--- config.mk ---
export PLATFORM = sky130hd
export DESIGN_NAME = xy2_100_tx
export DESIGN_NICKNAME = d
export VERILOG_FILES = /design/src/rtl/xy2_100_tx.sv
export SDC_FILE = /design/constraint.sdc
export NUM_CORES = 1
export LEC_CHECK = 0
export ABC_AREA = 1
export BUFFER_PORTS_ARGS = -buffer_cell sky130_fd_sc_hd__buf_2
export CAP_MARGIN = 15
export CORE_ASPECT_RATIO = 0.7
export CORE_MARGIN = 1.5
export CORE_UTILIZATION = 60
export CTS_CLUSTER_DIAMETER = 40
export DETAILED_ROUTE_END_ITERATION = 10
export PLACE_DENSITY_LB_ADDON = 0.25
export SLEW_MARGIN = 20
export SYNTH_ARGS = -nofsm -noshare
export SYNTH_HDL_FRONTEND = slang
export SYNTH_SLANG_ARGS = --single-unit
export TNS_END_PERCENT = 5
--- constraint.sdc ---
create_clock -name sys_clk -period 3.2 [get_ports sys_clk]
set_clock_uncertainty 0.15 [all_clocks]
set_input_delay 0.64 -clock sys_clk [delete_from_list [all_inputs] [get_ports sys_clk]]
set_output_delay 0.64 -clock sys_clk [all_outputs]
set_load 0.005 [all_outputs]
--- src/rtl/xy2_100_tx.sv ---
// XY2-100 transmitter: serialises 16-bit X/Y position commands into
// continuous 20-bit frames {CTRL_BITS, pos, even parity}, MSB first.
// Every output is a flop fed from the next-state values, so the pins
// track the state registers cycle for cycle and cannot glitch.
module xy2_100_tx #(
   parameter int           CLK_DIV   = 25,
   parameter logic [2:0]   CTRL_BITS = 3'b001
) (
   input  logic        sys_clk,
   input  logic        rst_n,
   input  logic        en,
   input  logic [15:0] x_pos,
   input  logic [15:0] y_pos,
   input  logic        pos_valid,
   output logic        frame_start,
   output logic        busy,
   output logic        xy_clk,
   output logic        xy_sync,
   output logic        xy_x_data,
   output logic        xy_y_data
);

   localparam int PW = (CLK_DIV > 1) ? $clog2(CLK_DIV) : 1;
   localparam logic [PW-1:0] PH_LAST = PW'(CLK_DIV - 1);
   localparam logic [PW-1:0] PH_HALF = PW'(CLK_DIV / 2);
   localparam logic [4:0]    BIT_LAST = 5'd19;

   typedef enum logic [1:0] {IDLE, LOAD, SHIFT} state_t;

   state_t        state, state_nxt;
   logic [PW-1:0] phase, phase_nxt;
   logic [4:0]    bit_cnt, bit_cnt_nxt;
   logic [19:0]   sr_x, sr_x_nxt, sr_y, sr_y_nxt;
   logic [15:0]   shd_x, shd_y;
   logic          pending;
   logic [15:0]   ld_x, ld_y;
   logic          clk_nxt, sync_nxt, xd_nxt, yd_nxt, busy_nxt, fs_nxt;

   // Frame word: control bits, position, then parity making the 1-count even.
   function automatic logic [19:0] mk_frame(input logic [15:0] p);
      return {CTRL_BITS, p, ^{CTRL_BITS, p}};
   endfunction

   // Value loaded at LOAD: a same-cycle strobe bypasses the shadow; without a
   // pending update the shift register already holds the last sent position.
   always_comb begin
      ld_x = pos_valid ? x_pos : (pending ? shd_x : sr_x[16:1]);
      ld_y = pos_valid ? y_pos : (pending ? shd_y : sr_y[16:1]);
   end

   // Next-state logic plus next values for the registered outputs.
   always_comb begin
      state_nxt   = state;
      phase_nxt   = phase;
      bit_cnt_nxt = bit_cnt;
      sr_x_nxt    = sr_x;
      sr_y_nxt    = sr_y;
      case (state)
         IDLE: if (en) state_nxt = LOAD;
         LOAD: begin
            sr_x_nxt    = mk_frame(ld_x);
            sr_y_nxt    = mk_frame(ld_y);
            phase_nxt   = '0;
            bit_cnt_nxt = '0;
            state_nxt   = SHIFT;
         end
         SHIFT: begin
            if (phase == PH_LAST) begin
               phase_nxt = '0;
               if (bit_cnt == BIT_LAST) state_nxt = en ? LOAD : IDLE;
               else                     bit_cnt_nxt = bit_cnt + 5'd1;
            end else begin
               phase_nxt = phase + PW'(1);
            end
         end
         default: state_nxt = IDLE;
      endcase

      // LOAD holds the line state so data only ever moves at phase 0.
      clk_nxt  = 1'b1;
      sync_nxt = 1'b0;
      xd_nxt   = 1'b0;
      yd_nxt   = 1'b0;
      busy_nxt = 1'b0;
      fs_nxt   = 1'b0;
      case (state_nxt)
         LOAD: begin
            clk_nxt  = xy_clk;
            sync_nxt = xy_sync;
            xd_nxt   = xy_x_data;
            yd_nxt   = xy_y_data;
            busy_nxt = 1'b1;
            fs_nxt   = 1'b1;
         end
         SHIFT: begin
            clk_nxt  = (phase_nxt < PH_HALF);
            sync_nxt = (bit_cnt_nxt != BIT_LAST);
            xd_nxt   = sr_x_nxt[BIT_LAST - bit_cnt_nxt];
            yd_nxt   = sr_y_nxt[BIT_LAST - bit_cnt_nxt];
            busy_nxt = 1'b1;
         end
         default: ;
      endcase
   end

   // State, counters and frame registers.
   always_ff @(posedge sys_clk or negedge rst_n) begin
      if (!rst_n) begin
         state   <= IDLE;
         phase   <= '0;
         bit_cnt <= '0;
         sr_x    <= '0;
         sr_y    <= '0;
      end else begin
         state   <= state_nxt;
         phase   <= phase_nxt;
         bit_cnt <= bit_cnt_nxt;
         sr_x    <= sr_x_nxt;
         sr_y    <= sr_y_nxt;
      end
   end

   // Shadow capture; LOAD consumes the pending update (and wins over a strobe).
   always_ff @(posedge sys_clk or negedge rst_n) begin
      if (!rst_n) begin
         shd_x   <= '0;
         shd_y   <= '0;
         pending <= 1'b0;
      end else begin
         if (pos_valid) begin
            shd_x <= x_pos;
            shd_y <= y_pos;
         end
         if (state == LOAD)  pending <= 1'b0;
         else if (pos_valid) pending <= 1'b1;
      end
   end

   // Registered output pins.
   always_ff @(posedge sys_clk or negedge rst_n) begin
      if (!rst_n) begin
         xy_clk      <= 1'b1;
         xy_sync     <= 1'b0;
         xy_x_data   <= 1'b0;
         xy_y_data   <= 1'b0;
         busy        <= 1'b0;
         frame_start <= 1'b0;
      end else begin
         xy_clk      <= clk_nxt;
         xy_sync     <= sync_nxt;
         xy_x_data   <= xd_nxt;
         xy_y_data   <= yd_nxt;
         busy        <= busy_nxt;
         frame_start <= fs_nxt;
      end
   end

endmodule
==> impl_results.md, run 1 <==
- Setup violations, final: 0
- Syn_nets: approximately 900
- Commonest non-fill, non-tap cell in the layout: nand2_1
- Largest net degree at the start of global routing: 37
- Hold Crit Class: primary input to async pin
- Antenna violations before repair: 0
- Wire per inst: 13.2 um
- Clock Pin Slew Worst Setup and Hold Paths: about 0.070 ns
- Relative slew slack: 0.660
- Sequential share of the synthesized area: 0.414
- Worst R2R Setup Slack: approximately 0.4 ns
- Mapped Area: around 5500 um^2
- Global route overflow: 0
- Width of the die: about 120 um
- Seq cells post-synth: between 90 and 100
- Status: complete, no violations
- Critical Path RT: approximately 3.3 ns
- Final net count: between 900 and 1,000
- Row Count: 29
- DRT antenna net count: 0
- Post-CTS Resized: 0
- Clock Latency Late Sink: ~0.35 ns
- Clock tree buffer depth: 2
- Layout cells sized above 1: 0.101
- Num ports: 42
- Core Area: approximately 9000 um^2
- Dpl cell area: between 5000 and 6000 um^2
- Crit path cell chain: inv_1 > ha_2 > inv_1 > nor2_2 > nor2_1 > nand2_1 > clkinvlp_4 > nand2_1 > nand3_1 > nand3_1 > nand2_1 > inv_1 > nand2_1 > nand2_1 > nand2_1 > nand2_1 > nand2_1
- CP endpoint: xy_y_data
- Reg-to-Reg Start: state[0]
- Crit path time final: 2.80 ns
- Mean Syn Cell Area: 6.44 um^2
- Crit path launch: state[0]
- Worst Setup Path Type: flip-flop to flip-flop
- Clock sinks: roughly 90
- Number of global-route vias before repair: 5,128
- Die ar.: 9770 um^2
- GRT Overall Usage: 0.292
- CTS Hold Bufs: 0
- Synthesis-to-finish area growth: 12.0%
- DRT Wirelength: 13,400 um
- Ant diodes: 0
- Crit-path max FO: 12
- Slew Viols, Final: 0
- Chip Height: 83.1 um
- Final instance area: 6170 um^2
- DR pass1 iterations: 4
- Setup bufs post-CTS: 0
- Synth cell types: 30
- H-Tree Depth: 3
- Critical path capture point type: flip-flop
- Final hold violation count: 0
- Yosys warns: 0
- Total number of vias: ~5,300
- Worst path max stage delay: roughly 0.45 ns
- # port buffers: 41
- Post-Place Setup Slack: approximately 0.28 ns
- CTS tree: yes
- Peak Freq: approximately 360 MHz
- Pwr Density: 443 nW/um^2
- Dpl hpwl: 9300 um
- Commonest cells after routing, fill and taps aside: 485 x nand2_1, 90 x dfrtp_1, 74 x inv_1
- Area of the multi-input gates: 2730 um^2
- Worst-Margin Slew: between 0.5 and 0.6 ns
- Reg-to-reg endpoint: xy_y_data
- CTS Buf Count: 9
- # fillers: 787
- Seq. cell area: between 2000 and 2500 um^2
- Worst EP arrival: between 2 and 3 ns
- Gate Count Post-Synth: 855
- Fin Setup TNS: 0 ns
- DR iter-0 viols: 368
- Gpl congestion: between 0.8 and 0.9
- First-pass GRT wire length: around 23,000 um
- Leakage: 3.68 nW
- Post-route DRC: 0
- RSZ-0062 raised after global routing: false
- Critical Path Most Common Cell: nand2_1
- Clock root buffer: clkbuf_16
- Vias per cell: roughly 5.2
- Startpoint types: flip-flop
- Max IR drop VDD: 339 uV
- Slowest-stage cell, CP: ha_2
- Max Cap Violations: 0
- Reg2reg path depth: 17
- Initial Util: 0.612
- Fin crit share: 0.875
- Setup WS post-layout: around 0.40 ns
-- worst min-delay path by stage --
stage / cells after the start / slack, ns / to / from
after global routing: 1 / 0.15 / shd_y[12] / rst_n
after detailed placement: 1 / 0.30 / sr_x[17] / sr_x[17]
after global placement: 1 / 0.28 / sr_x[17] / sr_x[17]
after floorplan: 0 / 0.19 / bit_cnt[0] / rst_n
after CTS: 1 / 0.13 / shd_y[10] / rst_n
final: 1 / 0.12 / shd_y[12] / rst_n
-- report_power, final --
group / leakage [nW] / switching (mW) / internal [mW]
logic: 2.53 / 0.258 / 0.133
registers: 1.00 / 0.0192 / 1.19
clock network: 0.150 / 0.451 / 0.682
total: 3.68 / 0.729 / 2.00
-- routing by layer --
layer / global-route usage / part of all wire / wire (um)
met3: 0.0673 / 0.058 / 784
met5: 0 / 0 / 0
met1: 0.403 / 0.47 / 6360
met4: 0.0987 / 0.019 / 255
met2: 0.460 / 0.45 / 6040
-- cells in the mapped netlist (all sizes together) --
| master | count | area share |
|---|---|---|
| nand2 | 485 | 0.33 |
| dfrtp | 90 | 0.41 |
| inv | 87 | 0.059 |
| o21ai | 52 | 0.047 |
| nor2 | 36 | 0.025 |
| nand3 | 25 | 0.024 |
| buf | 23 | 0.026 |
| a21oi | 14 | 0.013 |
| ha | 10 | 0.023 |
| nand4 | 8 | 0.0091 |
| clkbuf | 7 | 0.0048 |
| xor2 | 3 | 0.0048 |
| a21boi | 2 | 0.0027 |
| clkinv | 2 | 0.0014 |
| o211ai | 2 | 0.0027 |
| o22ai | 2 | 0.0023 |
| a22o | 1 | 0.0016 |
| dfstp | 1 | 0.0048 |
| nand3b | 1 | 0.0014 |
| nor3 | 1 | 0.0030 |
| o22a | 1 | 0.0016 |
| or2 | 1 | 0.0011 |
| xnor2 | 1 | 0.0016 |
-- registers in the layout (all words and copies together) (netlist names) --
signal       cells
sr_x            20
state            2
busy             1
sr_y            20
frame_start      1
xy_clk           1
shd_y           16
xy_sync          1
bit_cnt          5
phase            5
pending          1
xy_x_data        1
xy_y_data        1
shd_x           16
-- logic make-up (layout without fill, tap and decap cells) --
family	Yosys count	count (layout)	synth area share
flops	91	91	0.414
compound gates	74	74	0.0716
xor+xnor	4	4	0.00637
buf+inv	119	161	0.0914
fa+ha+maj	10	10	0.0227
simple gates	557	557	0.394
-- final cells by class --
cell class / instances / area share
clock buffer: 11 / 0.0377
clock inverter: 5 / 0.0126
inverter: 89 / 0.0548
multi-input combinational: 645 / 0.442
sequential: 91 / 0.369
tap: 124 / 0.0252
timing repair buffer: 55 / 0.0568
timing repair inverter: 1 / 0.00122
-- metrics by stage --
step | util | hold WS [ns] | std cells | total power, mW
6_report | 0.685 | 0.116 | 1021 | 2.73
5_1_grt | 0.685 | 0.146 | 1021 | 2.85
4_1_cts | 0.684 | 0.128 | 1020 | 2.74
3_5_place_dp | 0.649 | 0.295 | 1004 | 1.61
3_3_place_gp | 0.649 | 0.283 | 1004 | 1.59
2_1_floorplan | - | 0.194 | 855 | 1.49
-- worst max-delay path, delay by kind of cell, from the launching register on --
family        cells  cell delay [ns]
flops             1             0.39
simple gates     12             1.14
buf+inv           4             0.56
fa+ha+maj         1             0.45
Power figures use the tool's default switching activity.
==> run 2, diff against run 1 <==
- ABC_AREA: 1 -> unset
==> run 2 against run 1 <==
Compared with the run above:
- flip-flop and latch count stayed put
- cell count is 28% lower
- register-to-register slack worse by 0.27 ns
- first-iteration DRC count is 13% lower
- sequential share of layout area is 0.69 points higher
- largest power group is now combinational cells
- final area is 1.8% lower
- worst hold slack better by 0.028 ns
- area after synthesis is 1.6% lower
- via count is 18% lower
- die area is 1.5% lower
- count of clock-buffer cells in the layout stayed put
- non-clock buffer count is 10 higher
==> impl_results.md, run 2 <==
- Synth top area cells: dfrtp_1 42%, mux2i_1 8.5%, xnor2_1 5.0%
- Final hold violation count: 0
- Width of the die: 117 um
- Seq cells post-synth: approximately 90
- Ant diodes: 0
- DR pass1 iterations: 4
- Post-route DRC: 0
- DRT antenna net count: 0
- Largest net degree at the start of global routing: roughly 50
- Worst Setup Path Type: flip-flop to flip-flop
- Worst R2R Setup Slack: between 0.1 and 0.15 ns
- Wire per inst: 17.9 um
- Critical Path RT: between 3 and 4 ns
- DR iter-0 viols: 320
- GRT Overall Usage: 0.300
- Setup bufs post-CTS: 0
- Final net count: ~660
- Yosys warns: 0
- Die ar.: around 9600 um^2
- Seq. cell area: 2280 um^2
- Gpl congestion: between 0.8 and 0.9
- Dominant cell type by area after synthesis: dfrtp_1
- Ys flop type: dfrtp_1
- Commonest cells after routing, fill and taps aside: 89 x dfrtp_1, 51 x inv_1, 51 x nand2_1, 51 x o21ai_0, 46 x mux2i_1
- Gate Count Post-Synth: about 580
- Total number of vias: about 4,400
- Hold Crit Class: primary input to async pin
- Clock Latency Late Sink: ~0.35 ns
- Num ports: 42
- Fin crit share: 0.961
- # fillers: 668
- Ys async rst share: 1.00
- Relative slew slack: 0.596
- Synthesis-to-finish area growth: 11.8%
- Initial Util: 0.629
- Clock sinks: 91
- Mapped Area: roughly 5400 um^2
- Setup violations, final: 0
- Clock tree buffer depth: 2
- Leakage: 2.82 nW
- Layout cells sized above 1: 0.177
- Slew Viols, Final: 0
- Dpl hpwl: approximately 9300 um
- Reg-to-Reg Start: state[0]
- Synth cell types: 58
- Max Cap Violations: 0
- Fin Setup TNS: 0 ns
- Chip Height: about 83 um
- Syn_nets: 622
- Startpoint types: flip-flop
- CTS tree: yes
- Count leader, synth: dfrtp_1
- Crit-path max FO: 15
- CTS Buf Count: 9
- Row Count: 28
- Biggest regs: sr_x x20, sr_y x20
- First-pass GRT wire length: about 22,000 um
- Max IR drop VDD: about 480 uV
- Top cells by count, synth: 90 x dfrtp_1, 51 x inv_1, 51 x nand2_1, 51 x o21ai_0, 46 x mux2i_1
- Crit path time final: slightly above 3 ns
- Post-synth EDFFs: 0
- Share of the synthesized area in the top cell type: 0.416
- CP endpoint: xy_x_data
- Crit path launch: state[0]
- Commonest non-fill, non-tap cell in the layout: dfrtp_1
- Reg2reg path depth: 11
- # port buffers: 41
- Total power: 5.24 mW
- H-Tree Depth: 3
- Worst-Margin Slew: 0.606 ns
- Global route overflow: 0
- Number of global-route vias before repair: 4,351
- Reg-to-reg endpoint: xy_x_data
- Critical path capture point type: flip-flop
- Area of the multi-input gates: between 2000 and 3000 um^2
- DRT Wirelength: approximately 13,000 um
- RSZ-0062 raised after global routing: false
- Mean Syn Cell Area: 9.41 um^2
- Core Area: between 8000 and 9000 um^2
- Vias per cell: 5.91
- Worst EP arrival: between 3 and 4 ns
- Pwr Density: a little under 900 nW/um^2
- Clock root buffer: clkbuf_16
- Antenna violations before repair: 0
- Sequential share of the synthesized area: 0.421
- Peak Freq: between 300 and 400 MHz
- Status: complete, no violations
- Clock Pin Slew Worst Setup and Hold Paths: approximately 0.070 ns
## run 2: cell types whose count changed after synthesis, moves of 23 or more
cell	previous run	this run
xnor2_1	1	31
nor2b_1	0	26
mux2i_1	0	46
nand2_1	485	51
nand3_1	24	1
inv_1	75	51
## run 2: timing repair
item	CTS	global route
gates resized for setup	0	1
endpoints found under the setup margin	0	1
hold buffers	0	0
## run 2: cells by family (layout without fill, tap and decap cells)
family,count (synthesis),after routing,share of synthesized area
XOR/XNOR,32,32,0.0531
multiplexers,63,63,0.120
buffers and inverters,89,133,0.0774
AND/OR/NAND/NOR,135,135,0.124
flip-flops,91,91,0.421
AO/OA/AOI/OAI,156,156,0.182
adder cells (fa/ha/maj),10,10,0.0231
## run 2: metrics by stage
step           cell area, um^2  hold WS (ns)  worst slack, ns  cells   util
6_report                  6060         0.145            0.125    740  0.703
5_1_grt                   6060         0.194          0.00972    740  0.703
4_1_cts                   6060         0.168            0.127    740  0.703
3_5_place_dp              5760         0.282            0.117    724  0.668
3_3_place_gp              5760         0.283            0.305    724  0.668
2_1_floorplan             5420         0.194            0.434    576      -
## run 2: area by class of cell
class / instances / area share
Clock buffer: 11 / 0.0401
Multi-Input combinational cell: 396 / 0.449
Clock inverter: 5 / 0.00868
Timing Repair Buffer: 65 / 0.0686
Inverter: 52 / 0.0322
Tap cell: 120 / 0.0248
Sequential cell: 91 / 0.376
## run 2: worst min-delay path by stage
stage | from | end | slack (ns) | cells past startpoint
4_1_cts | rst_n | shd_y[5] | 0.17 | 1
2_1_floorplan | rst_n | bit_cnt[0] | 0.19 | 0
5_1_grt | rst_n | shd_y[5] | 0.19 | 1
3_5_place_dp | sr_y[17] | sr_y[17] | 0.28 | 1
6_report | rst_n | shd_y[5] | 0.14 | 1
3_3_place_gp | sr_y[17] | sr_y[17] | 0.28 | 1
## run 2: per-layer routing
layer,vias to the layer above,wire length [um],global-route usage,share of wire
met4,0,127,0.0723,0.0096
met3,15,934,0.0796,0.070
met2,153,5950,0.481,0.45
met5,-,0,0,0
li1,2079,-,-,-
met1,2126,6260,0.412,0.47
## run 2: power breakdown
part | internal (mW) | total (mW) | switching (mW) | leakage [nW]
sequential | 1.46 | 1.72 | 0.258 | 1.12
combinational | 1.14 | 2.47 | 1.32 | 1.55
clock | 0.623 | 1.06 | 0.439 | 0.145
## run 2: critical path, cell delays in order, from the launching register on
cell	delay (ns)
dfrtp_1	0.41
inv_1	0.09
ha_1	0.40
buf_4	0.23
nand3_1	0.09
nor2_1	0.04
a311oi_1	0.32
inv_1	0.27
a2111oi_1	0.57
o31ai_1	0.16
a21boi_0	0.15
o21ai_1	0.13
